===== src/rtl/line_setup_pkg.sv =====
// line_setup_pkg: shared constants and the setup-result record for the line engine.
// The line-drawing FSM consumes line_setup_t; line_setup uses the defaults below.
package line_setup_pkg;

  // Default geometry of the line engine datapath.
  localparam int LS_COORD_W    = 10;
  localparam int LS_FRAME_W    = 32;
  localparam int LS_FB_SEL_LSB = 22;
  localparam int LS_FB_SEL_W   = 3;

  // Bresenham setup values handed to the line-drawing FSM.
  typedef struct packed {
    logic [LS_COORD_W:0]    abs_dx;
    logic [LS_COORD_W:0]    abs_dy;
    logic                   step_x;
    logic                   step_y;
    logic                   steep;
    logic [LS_COORD_W:0]    err_init;
    logic [LS_COORD_W+1:0]  length;
    logic [LS_FB_SEL_W-1:0] fb_sel;
  } line_setup_t;

  // Pixel count of a line whose major-axis delta is 'major'.
  function automatic logic [LS_COORD_W+1:0] pixel_count(input logic [LS_COORD_W:0] major);
    return {1'b0, major} + {{(LS_COORD_W+1){1'b0}}, 1'b1};
  endfunction

endpackage


===== src/rtl/line_setup_abs.sv =====
// abs_diff: sign-extended difference b - a and its magnitude.
// The difference is one bit wider than the operands, so it never wraps.
module abs_diff
  import line_setup_pkg::*;
#(
  parameter int W = LS_COORD_W
) (
  input  logic signed [W-1:0] a,
  input  logic signed [W-1:0] b,
  output logic        [W:0]   mag,
  output logic                neg
);

  logic [W:0] diff;

  // Subtract in W+1 bits, then fold negative results into a magnitude.
  always_comb begin
    diff = {b[W-1], b} - {a[W-1], a};
    neg  = diff[W];
    mag  = neg ? (~diff + {{W{1'b0}}, 1'b1}) : diff;
  end

endmodule


===== src/rtl/line_setup.sv =====
// line_setup: two-stage pipelined Bresenham setup for the line engine.
// Stage 1 forms the absolute deltas and step directions; stage 2 picks the
// major axis and produces steep, initial error and pixel count.
// Optional feature: define LINE_SETUP_FB_SEL_EN to carry the frame-buffer
// select field of Frame through the pipe; otherwise FbSel reads 0.
module line_setup
  import line_setup_pkg::*;
#(
  parameter int COORD_W    = LS_COORD_W,
  parameter int FRAME_W    = LS_FRAME_W,
  parameter int FB_SEL_LSB = LS_FB_SEL_LSB,
  parameter int FB_SEL_W   = LS_FB_SEL_W
) (
  input  logic                      Clock,
  input  logic                      Reset,
  input  logic                      InValid,
  output logic                      InReady,
  input  logic signed [COORD_W-1:0] X0,
  input  logic signed [COORD_W-1:0] Y0,
  input  logic signed [COORD_W-1:0] X1,
  input  logic signed [COORD_W-1:0] Y1,
  input  logic        [FRAME_W-1:0] Frame,
  output logic                      OutValid,
  input  logic                      OutReady,
  output logic        [COORD_W:0]   AbsDx,
  output logic        [COORD_W:0]   AbsDy,
  output logic                      StepX,
  output logic                      StepY,
  output logic                      Steep,
  output logic        [COORD_W:0]   ErrInit,
  output logic        [COORD_W+1:0] Length,
  output logic       [FB_SEL_W-1:0] FbSel
);

  // Pipeline occupancy and load enables
  logic v1;
  logic v2;
  logic s1_load;
  logic s2_load;

  // Stage 1 combinational deltas
  logic [COORD_W:0] dx_mag;
  logic [COORD_W:0] dy_mag;
  logic             dx_neg;
  logic             dy_neg;

  // Stage 1 registers
  logic [COORD_W:0] s1_abs_dx;
  logic [COORD_W:0] s1_abs_dy;
  logic             s1_step_x;
  logic             s1_step_y;

  // Stage 2 combinational setup values
  logic               steep_c;
  logic [COORD_W:0]   major_c;
  logic [COORD_W:0]   err_c;
  logic [COORD_W+1:0] len_c;

  // Stage 2 (output) registers
  logic [COORD_W:0]   s2_abs_dx;
  logic [COORD_W:0]   s2_abs_dy;
  logic               s2_step_x;
  logic               s2_step_y;
  logic               s2_steep;
  logic [COORD_W:0]   s2_err;
  logic [COORD_W+1:0] s2_len;

  // Frame select field aligned to bit 0; bits above the field are don't-care.
  logic [FRAME_W-1:0] frame_shift;
  logic               unused_frame;

  assign frame_shift  = Frame >> FB_SEL_LSB;
  assign unused_frame = ^frame_shift;

  // A stage loads when it is empty or its contents leave on the same edge.
  assign s2_load = !v2 || OutReady;
  assign s1_load = !v1 || s2_load;
  assign InReady = s1_load;

  abs_diff #(.W(COORD_W)) u_abs_x (
    .a   (X0),
    .b   (X1),
    .mag (dx_mag),
    .neg (dx_neg)
  );

  abs_diff #(.W(COORD_W)) u_abs_y (
    .a   (Y0),
    .b   (Y1),
    .mag (dy_mag),
    .neg (dy_neg)
  );

  // Stage 1: capture deltas and directions of an accepted transaction.
  always_ff @(posedge Clock) begin
    if (Reset) begin
      v1        <= 1'b0;
      s1_abs_dx <= '0;
      s1_abs_dy <= '0;
      s1_step_x <= 1'b0;
      s1_step_y <= 1'b0;
    end else if (s1_load) begin
      v1 <= InValid;
      if (InValid) begin
        s1_abs_dx <= dx_mag;
        s1_abs_dy <= dy_mag;
        s1_step_x <= dx_neg;
        s1_step_y <= dy_neg;
      end
    end
  end

  // Major axis selection; ties resolve to the x axis (not steep).
  always_comb begin
    steep_c = s1_abs_dy > s1_abs_dx;
    major_c = steep_c ? s1_abs_dy : s1_abs_dx;
    err_c   = major_c >> 1;
    len_c   = {1'b0, major_c} + {{(COORD_W+1){1'b0}}, 1'b1};
  end

  // Stage 2: register the full setup result; holds while the consumer stalls.
  always_ff @(posedge Clock) begin
    if (Reset) begin
      v2        <= 1'b0;
      s2_abs_dx <= '0;
      s2_abs_dy <= '0;
      s2_step_x <= 1'b0;
      s2_step_y <= 1'b0;
      s2_steep  <= 1'b0;
      s2_err    <= '0;
      s2_len    <= '0;
    end else if (s2_load) begin
      v2 <= v1;
      if (v1) begin
        s2_abs_dx <= s1_abs_dx;
        s2_abs_dy <= s1_abs_dy;
        s2_step_x <= s1_step_x;
        s2_step_y <= s1_step_y;
        s2_steep  <= steep_c;
        s2_err    <= err_c;
        s2_len    <= len_c;
      end
    end
  end

`ifdef LINE_SETUP_FB_SEL_EN
  logic [FB_SEL_W-1:0] s1_fb_sel;
  logic [FB_SEL_W-1:0] s2_fb_sel;

  // Frame select travels alongside the data through both stages.
  always_ff @(posedge Clock) begin
    if (Reset) begin
      s1_fb_sel <= '0;
      s2_fb_sel <= '0;
    end else begin
      if (s1_load && InValid) begin
        s1_fb_sel <= frame_shift[FB_SEL_W-1:0];
      end
      if (s2_load && v1) begin
        s2_fb_sel <= s1_fb_sel;
      end
    end
  end

  assign FbSel = s2_fb_sel;
`else
  assign FbSel = '0;
`endif

  assign OutValid = v2;
  assign AbsDx    = s2_abs_dx;
  assign AbsDy    = s2_abs_dy;
  assign StepX    = s2_step_x;
  assign StepY    = s2_step_y;
  assign Steep    = s2_steep;
  assign ErrInit  = s2_err;
  assign Length   = s2_len;

endmodule


===== config.mk =====
export PLATFORM = sky130hd
export DESIGN_NAME = line_setup
export DESIGN_NICKNAME = d
export VERILOG_FILES = /design/src/rtl/line_setup_pkg.sv /design/src/rtl/line_setup_abs.sv /design/src/rtl/line_setup.sv
export SDC_FILE = /design/constraint.sdc
export NUM_CORES = 1
export LEC_CHECK = 0
export CAP_MARGIN = 0
export CORE_MARGIN = 2
export CORE_UTILIZATION = 49
export CTS_CLUSTER_DIAMETER = 120
export DETAILED_ROUTE_END_ITERATION = 6
export PLACE_DENSITY_LB_ADDON = 0.1
export SYNTH_ARGS = -nofsm -noshare
export SYNTH_HDL_FRONTEND = slang
export SYNTH_SLANG_ARGS = --single-unit

===== constraint.sdc =====
create_clock -name Clock -period 3.5 [get_ports Clock]
set_clock_uncertainty 0.05 [all_clocks]
set_input_delay 0.525 -clock Clock [delete_from_list [all_inputs] [get_ports Clock]]
set_output_delay 0.525 -clock Clock [all_outputs]
set_load 0.05 [all_outputs]

Word-level counts from Yosys, hierarchy flattened
Cells that the tools add are included.

Flip-flop bits (word level): 73. Bits of input ports: 76. Output and inout bits: 53.

Add/sub/neg operators: 5. Order comparisons: 1. Muxes and demuxes: 3. Bitwise operators: 2. Reductions and logical operators: 6.

Operators with widths (count): 11-bit 2-to-1 mux (3); 11-bit by 1-bit adder with 11-bit output (second input constant) (2); 11-bit inverter (2); 10-bit by 10-bit subtractor with 11-bit output (2); 11-bit by 1-bit adder with 12-bit output (second input constant) (1); 11-bit > comparator (1); 2-bit AND reduction (2); 1-bit zero test (2); 1-bit logical OR (2).

Depth between registers and ports, before layout
Gate-level depths: netlist (run 1).

Depth after elaboration: 4. Gate-level depth with buffers: 13. Mapped depth without buffers: 12.

Hierarchy
Synthesis (run 1) repeated with hierarchy kept, for this count alone.

Cell total of the unflattened synthesis: 662. Area total of the unflattened synthesis: 5039.8 um^2.

Modules (own cells, without submodules): line_setup (instances 1, cells each 441, area each 3418.3 um^2); abs_diff at u_abs_y (instances 1, cells each 119, area each 869.6 um^2); abs_diff at u_abs_x (instances 1, cells each 102, area each 752.0 um^2).

Worst setup path before layout (run 1)
Ideal clock, no wire load.

Path kind: reg-to-reg. Start: register s1_abs_dx[10]. End: register s2_len[8], in the netlist Length[8]. Library setup time: 120 ps. Data arrival time: 2798 ps. Required time: 3330 ps. Slack: 533 ps. Stages on the path, launching flop included: 13. Buffers on the path: 1. Clock period less this slack: 2967 ps. Cells stage by stage: dfxtp_1 > inv_1 > ha_1 > nand4_1 > or2_1 > a21o_1 > a21oi_4 > buf_2 > mux2_2 > ha_1 > o211ai_1 > nor4b_1 > a211o_1.

Word-level cells in the longest chain between the ends: 3.

RTL lines: from (decl) (line line_setup.sv:48) `logic [COORD_W:0] s1_abs_dx;`; from (signal assigned) (line line_setup.sv:105) `s1_abs_dx <= dx_mag;`; 11-bit > comparator (line line_setup.sv:115) `steep_c = s1_abs_dy > s1_abs_dx;`; 11-bit 2-to-1 mux (line line_setup.sv:116) `major_c = steep_c ? s1_abs_dy : s1_abs_dx;`; 11-bit by 1-bit adder with 12-bit output (line line_setup.sv:118) `len_c = {1'b0, major_c} + {{(COORD_W+1){1'b0}}, 1'b1};`; to (signal assigned) (line line_setup.sv:141) `s2_len <= len_c;`; to (decl) (line line_setup.sv:66) `logic [COORD_W+1:0] s2_len;`.

Every way passes these cells. A chain may end at the register's enable or synchronous reset.

Final worst setup path (run 1)
Start: input X0[0]. End: register s1_abs_dx[9].

Word-level cells in the longest chain between the ends: 4.

RTL lines: from (decl) (line line_setup.sv:18) `input logic signed [COORD_W-1:0] X0,`; 10-bit by 10-bit subtractor with 11-bit output (*) (line line_setup_abs.sv:18) `diff = {b[W-1], b} - {a[W-1], a};`; 11-bit inverter (line line_setup_abs.sv:20) `mag = neg ? (~diff + {{W{1'b0}}, 1'b1}) : diff;`; 11-bit by 1-bit adder with 11-bit output (line line_setup_abs.sv:20); 11-bit 2-to-1 mux (*) (line line_setup_abs.sv:20).

Every way passes the cells marked *; elsewhere a longest branch is shown, timed or not.

==> results of run 1 <==
[power by group through the flow]
stage | Sequential, W | Clock (W) | Combinational, W
global placement | 0.000971 | 0 | 0.000891
CTS | 0.000954 | 0.000733 | 0.000915
floorplan | 0.00106 | 0 | 0.000563
detailed placement | 0.000973 | 0 | 0.000913
finish | 0.000954 | 0.000723 | 0.000911
global route | 0.000963 | 0.000774 | 0.00101
[final timing paths]
kind	from	to	cells past startpoint
worst max-delay path	X0[0]	s1_abs_dx[9]	12
worst min-delay path	AbsDx[8]	AbsDx[8]	2
worst max register to register	s1_abs_dx[6]	Length[10]	11
worst min register to register	AbsDx[8]	AbsDx[8]	2
[cells in the final DEF (no fill, tap or decap), types with 5 or more instances in the layout]
cell             instances
a21oi_1                 55
nand3b_1                 6
nor2_1                  65
o21ai_0                 18
buf_4                   15
clkbuf_8                 9
or3_1                   10
o21a_1                   5
nor2b_1                  9
xor2_1                   9
dfxtp_1                 73
a211oi_1                25
inv_1                   42
xnor2_1                 21
and2_1                   5
mux2i_1                 12
nand2_1                 82
nand4_1                  5
ha_1                    34
nand3_1                  9
clkdlybuf4s50_1         91
nor3_1                  11
[registers in the layout, summed over array words and instances (netlist names)]
signal / count
v1: 1
Length: 12
Steep: 1
StepY: 1
s1_step_y: 1
s1_abs_dy: 11
s1_step_x: 1
AbsDy: 11
OutValid: 1
s1_abs_dx: 11
StepX: 1
AbsDx: 11
ErrInit: 10
[cells by family after synthesis]
logic type	after synthesis
AO/OA/AOI/OAI	138
multiplexers	13
flip-flops	73
AND/OR/NAND/NOR	221
other	1
XOR/XNOR	30
buffers and inverters	73
adder cells (fa/ha/maj)	36
[worst max-delay path: cells and delay by family]
kind	cells	cell delay, ns
xor+xnor	2	0.29
buf+inv	2	0.52
fa+ha+maj	2	0.56
simple gates	1	0.46
compound gates	5	1.09
[area by class of cell]
| cell class | instances | area (um2) | area share |
|---|---|---|---|
| sequential | 73 | 1460 | 0.252 |
| timing repair buffer | 107 | 1030 | 0.177 |
| clock inverter | 6 | 91.3 | 0.0157 |
| clock buffer | 10 | 128 | 0.0220 |
| inverter | 42 | 158 | 0.0271 |
| tap | 111 | 139 | 0.0239 |
| multi-input combinational | 442 | 2800 | 0.483 |
[metrics by stage]
step	utilization	worst slack (ns)	area, um2	TNS [ns]	hold WS (ns)
2_1_floorplan	-	0.533	4550	0	0.382
3_3_place_gp	0.614	0.0401	5590	0	0.388
3_5_place_dp	0.614	-0.0844	5590	-0.116	0.395
4_1_cts	0.638	0.282	5810	0	0.405
5_1_grt	0.638	0.0337	5810	0	0.429
6_report	0.638	0.280	5810	0	0.406
[per-layer routing]
metal	vias to the layer above	wire length, um
li1	2193	-
met1	1956	4940
met2	80	5200
met3	9	263
met4	0	159
met5	-	0
==> flow_metrics.env, run 1 <==
export IMPL_hold_viol=0
export IMPL_clockBufferDepth=2
export IMPL_dp_cells=775
export IMPL_powerDensity_nw_per_um2=446
export IMPL_period_minus_slack_ns=3.22
export IMPL_top_usage_layer="met2"
export IMPL_cts_reportedPaths_clkPinSlew_ns=0.08
export IMPL_wl_per_cell_um=13.3
export IMPL_grt_met2_usage=0.384
export IMPL_vias=4238
export IMPL_viasPerCell=5.36
export IMPL_async_flop_share=0
export IMPL_power_frac_comb=0.352
export IMPL_cts_resized=0
export IMPL_avgSynthCellArea_um2=7.76
export IMPL_dp_hpwl_um=8320
export IMPL_drt_pass1_iter_count=4
export IMPL_wirelength_um=10600
export IMPL_postRouteAntennaNets=0
export IMPL_synth_top_family_by_area="simple AND/OR/NAND/NOR gates"
export IMPL_seq_area_frac_synth=0.322
export IMPL_slew_violations=0
export IMPL_syn_cell_area_um2=4540
export IMPL_synth_common_cells="82 x nand2_1, 73 x dfxtp_1, 65 x nor2_1"
export IMPL_internal_power_w=0.00168
export IMPL_yosys_area_top_type="dfxtp_1"
export IMPL_rows=35
export IMPL_root_buffer="clkbuf_8"
export IMPL_grt_max_degree=48
export IMPL_worstPathCellList="clkdlybuf4s50_1, ha_1, inv_1, fa_1, a21o_1, a211o_1, a21oi_1, xnor2_1, nor4b_1, a31oi_1, xnor2_1, a211oi_1"
export IMPL_core_area_um2=9110
export IMPL_critPathRequiredTime_ns=3.71
export IMPL_ys_warn_count=0
export IMPL_endpoint_kind="flop"
export IMPL_ys_ff_latch=73
export IMPL_p_switching_w=0.000912
export IMPL_cts_buffers=9
export IMPL_ys_types=52
export IMPL_synth_simple_area_share=0.222
export IMPL_antenna_found_initial=0
export IMPL_critPathArrivalTime_ns=3.43
export IMPL_relSlewSlack=0.498
export IMPL_cpMostUsedCell="xnor2_1"
export IMPL_pwr_share_seq=0.369
export IMPL_num_fill_cells=827
export IMPL_clk_latency_ns=0.35
export IMPL_synth_compound_area_frac=0.202
export IMPL_start_util=0.499
export IMPL_grt_use_met1=0.274
export IMPL_antenna_cells=0
export IMPL_netlist_area_leader_share=0.322
export IMPL_grt_pass1_wl_um=18000
export IMPL_finalCritPeriodShare=0.920
export IMPL_grt_total_usage=0.220
export IMPL_cts_tree="built"
export IMPL_synth_area_leaders="dfxtp_1 32%, ha_1 9.4%, nand2_1 6.8%, a21oi_1 6.1%, nor2_1 5.4%"
export IMPL_rsz0062_at_grt="no"
export IMPL_gp_congestion=0.893
export IMPL_power_w=0.00259
export IMPL_drc_errors=0
export IMPL_fin_nets=787
export IMPL_clkPwrFrac=0.279
export IMPL_overflow=0
export IMPL_grt_pass1_vias=3985
export IMPL_die_h_um=100
export IMPL_io_pins=129
export IMPL_synth_xor_area_frac=0.0579
export IMPL_synth_fa_ha_area_frac=0.102
export IMPL_synth_most_common_cell="nand2_1"
export IMPL_synth_edff_count=0
export IMPL_areaGrowthSynthToFinish_pct=27.9
export IMPL_grtUsageMet3=0.0418
export IMPL_p_leak_nw=2.31
export IMPL_worst_slew_pin_slew_ns=0.753
export IMPL_drive_gt1_frac=0.0603
export IMPL_syn_inst=585
export IMPL_dieArea_um2=10100
export IMPL_status="finished, final reports clean"
export IMPL_clkSinkCount=73
export IMPL_hp_class="reg -> reg"
export IMPL_ir_drop_v=0.000222
export IMPL_muxShareOfSynthArea=0.0289
export IMPL_ctsHtreeMaxLevel=3
export IMPL_stdcell_count=791
export IMPL_post_cts_buffers=0
export IMPL_rrSetupSlack_ns=0.38
export IMPL_holdBufCountCts=0
export IMPL_max_cap_violations=0
export IMPL_path_max_fanout=3
export IMPL_sw_frac_of_total=0.352
export IMPL_synthFlopType="dfxtp_1"
export IMPL_setup_viol=0
export IMPL_die_w_um=100
export IMPL_fmax_ghz=0.311
export IMPL_critPathSlowestCell="clkdlybuf4s50_1"
export IMPL_drtIter0Drc=136
export IMPL_port_buffers=92
export IMPL_cp_slowest_stage_delay_ns=0.46
export IMPL_critPathLaunchType="input port"
export IMPL_crit_type="in -> reg"
Power figures use the tool's default switching activity.
==> inputs of run 2 (changes only) <==
--- a/config.mk
+++ b/config.mk
@@ -5,6 +5,7 @@
 export SDC_FILE = /design/constraint.sdc
 export NUM_CORES = 1
 export LEC_CHECK = 0
+export ABC_CLOCK_PERIOD_IN_PS = 3500
 export CAP_MARGIN = 0
 export CORE_MARGIN = 2
 export CORE_UTILIZATION = 49
==> results of run 2 <==
No change in the layout: final DEF, timing and power equal those of run 1.
==> inputs of run 3 (changes only) <==
--- a/config.mk
+++ b/config.mk
@@ -11,6 +11,7 @@
 export CORE_UTILIZATION = 49
 export CTS_CLUSTER_DIAMETER = 120
 export DETAILED_ROUTE_END_ITERATION = 6
+export GPL_ROUTABILITY_DRIVEN = 1
 export PLACE_DENSITY_LB_ADDON = 0.1
 export SYNTH_ARGS = -nofsm -noshare
 export SYNTH_HDL_FRONTEND = slang
==> results of run 3 <==
No change in the layout: final DEF, timing and power equal those of run 1.
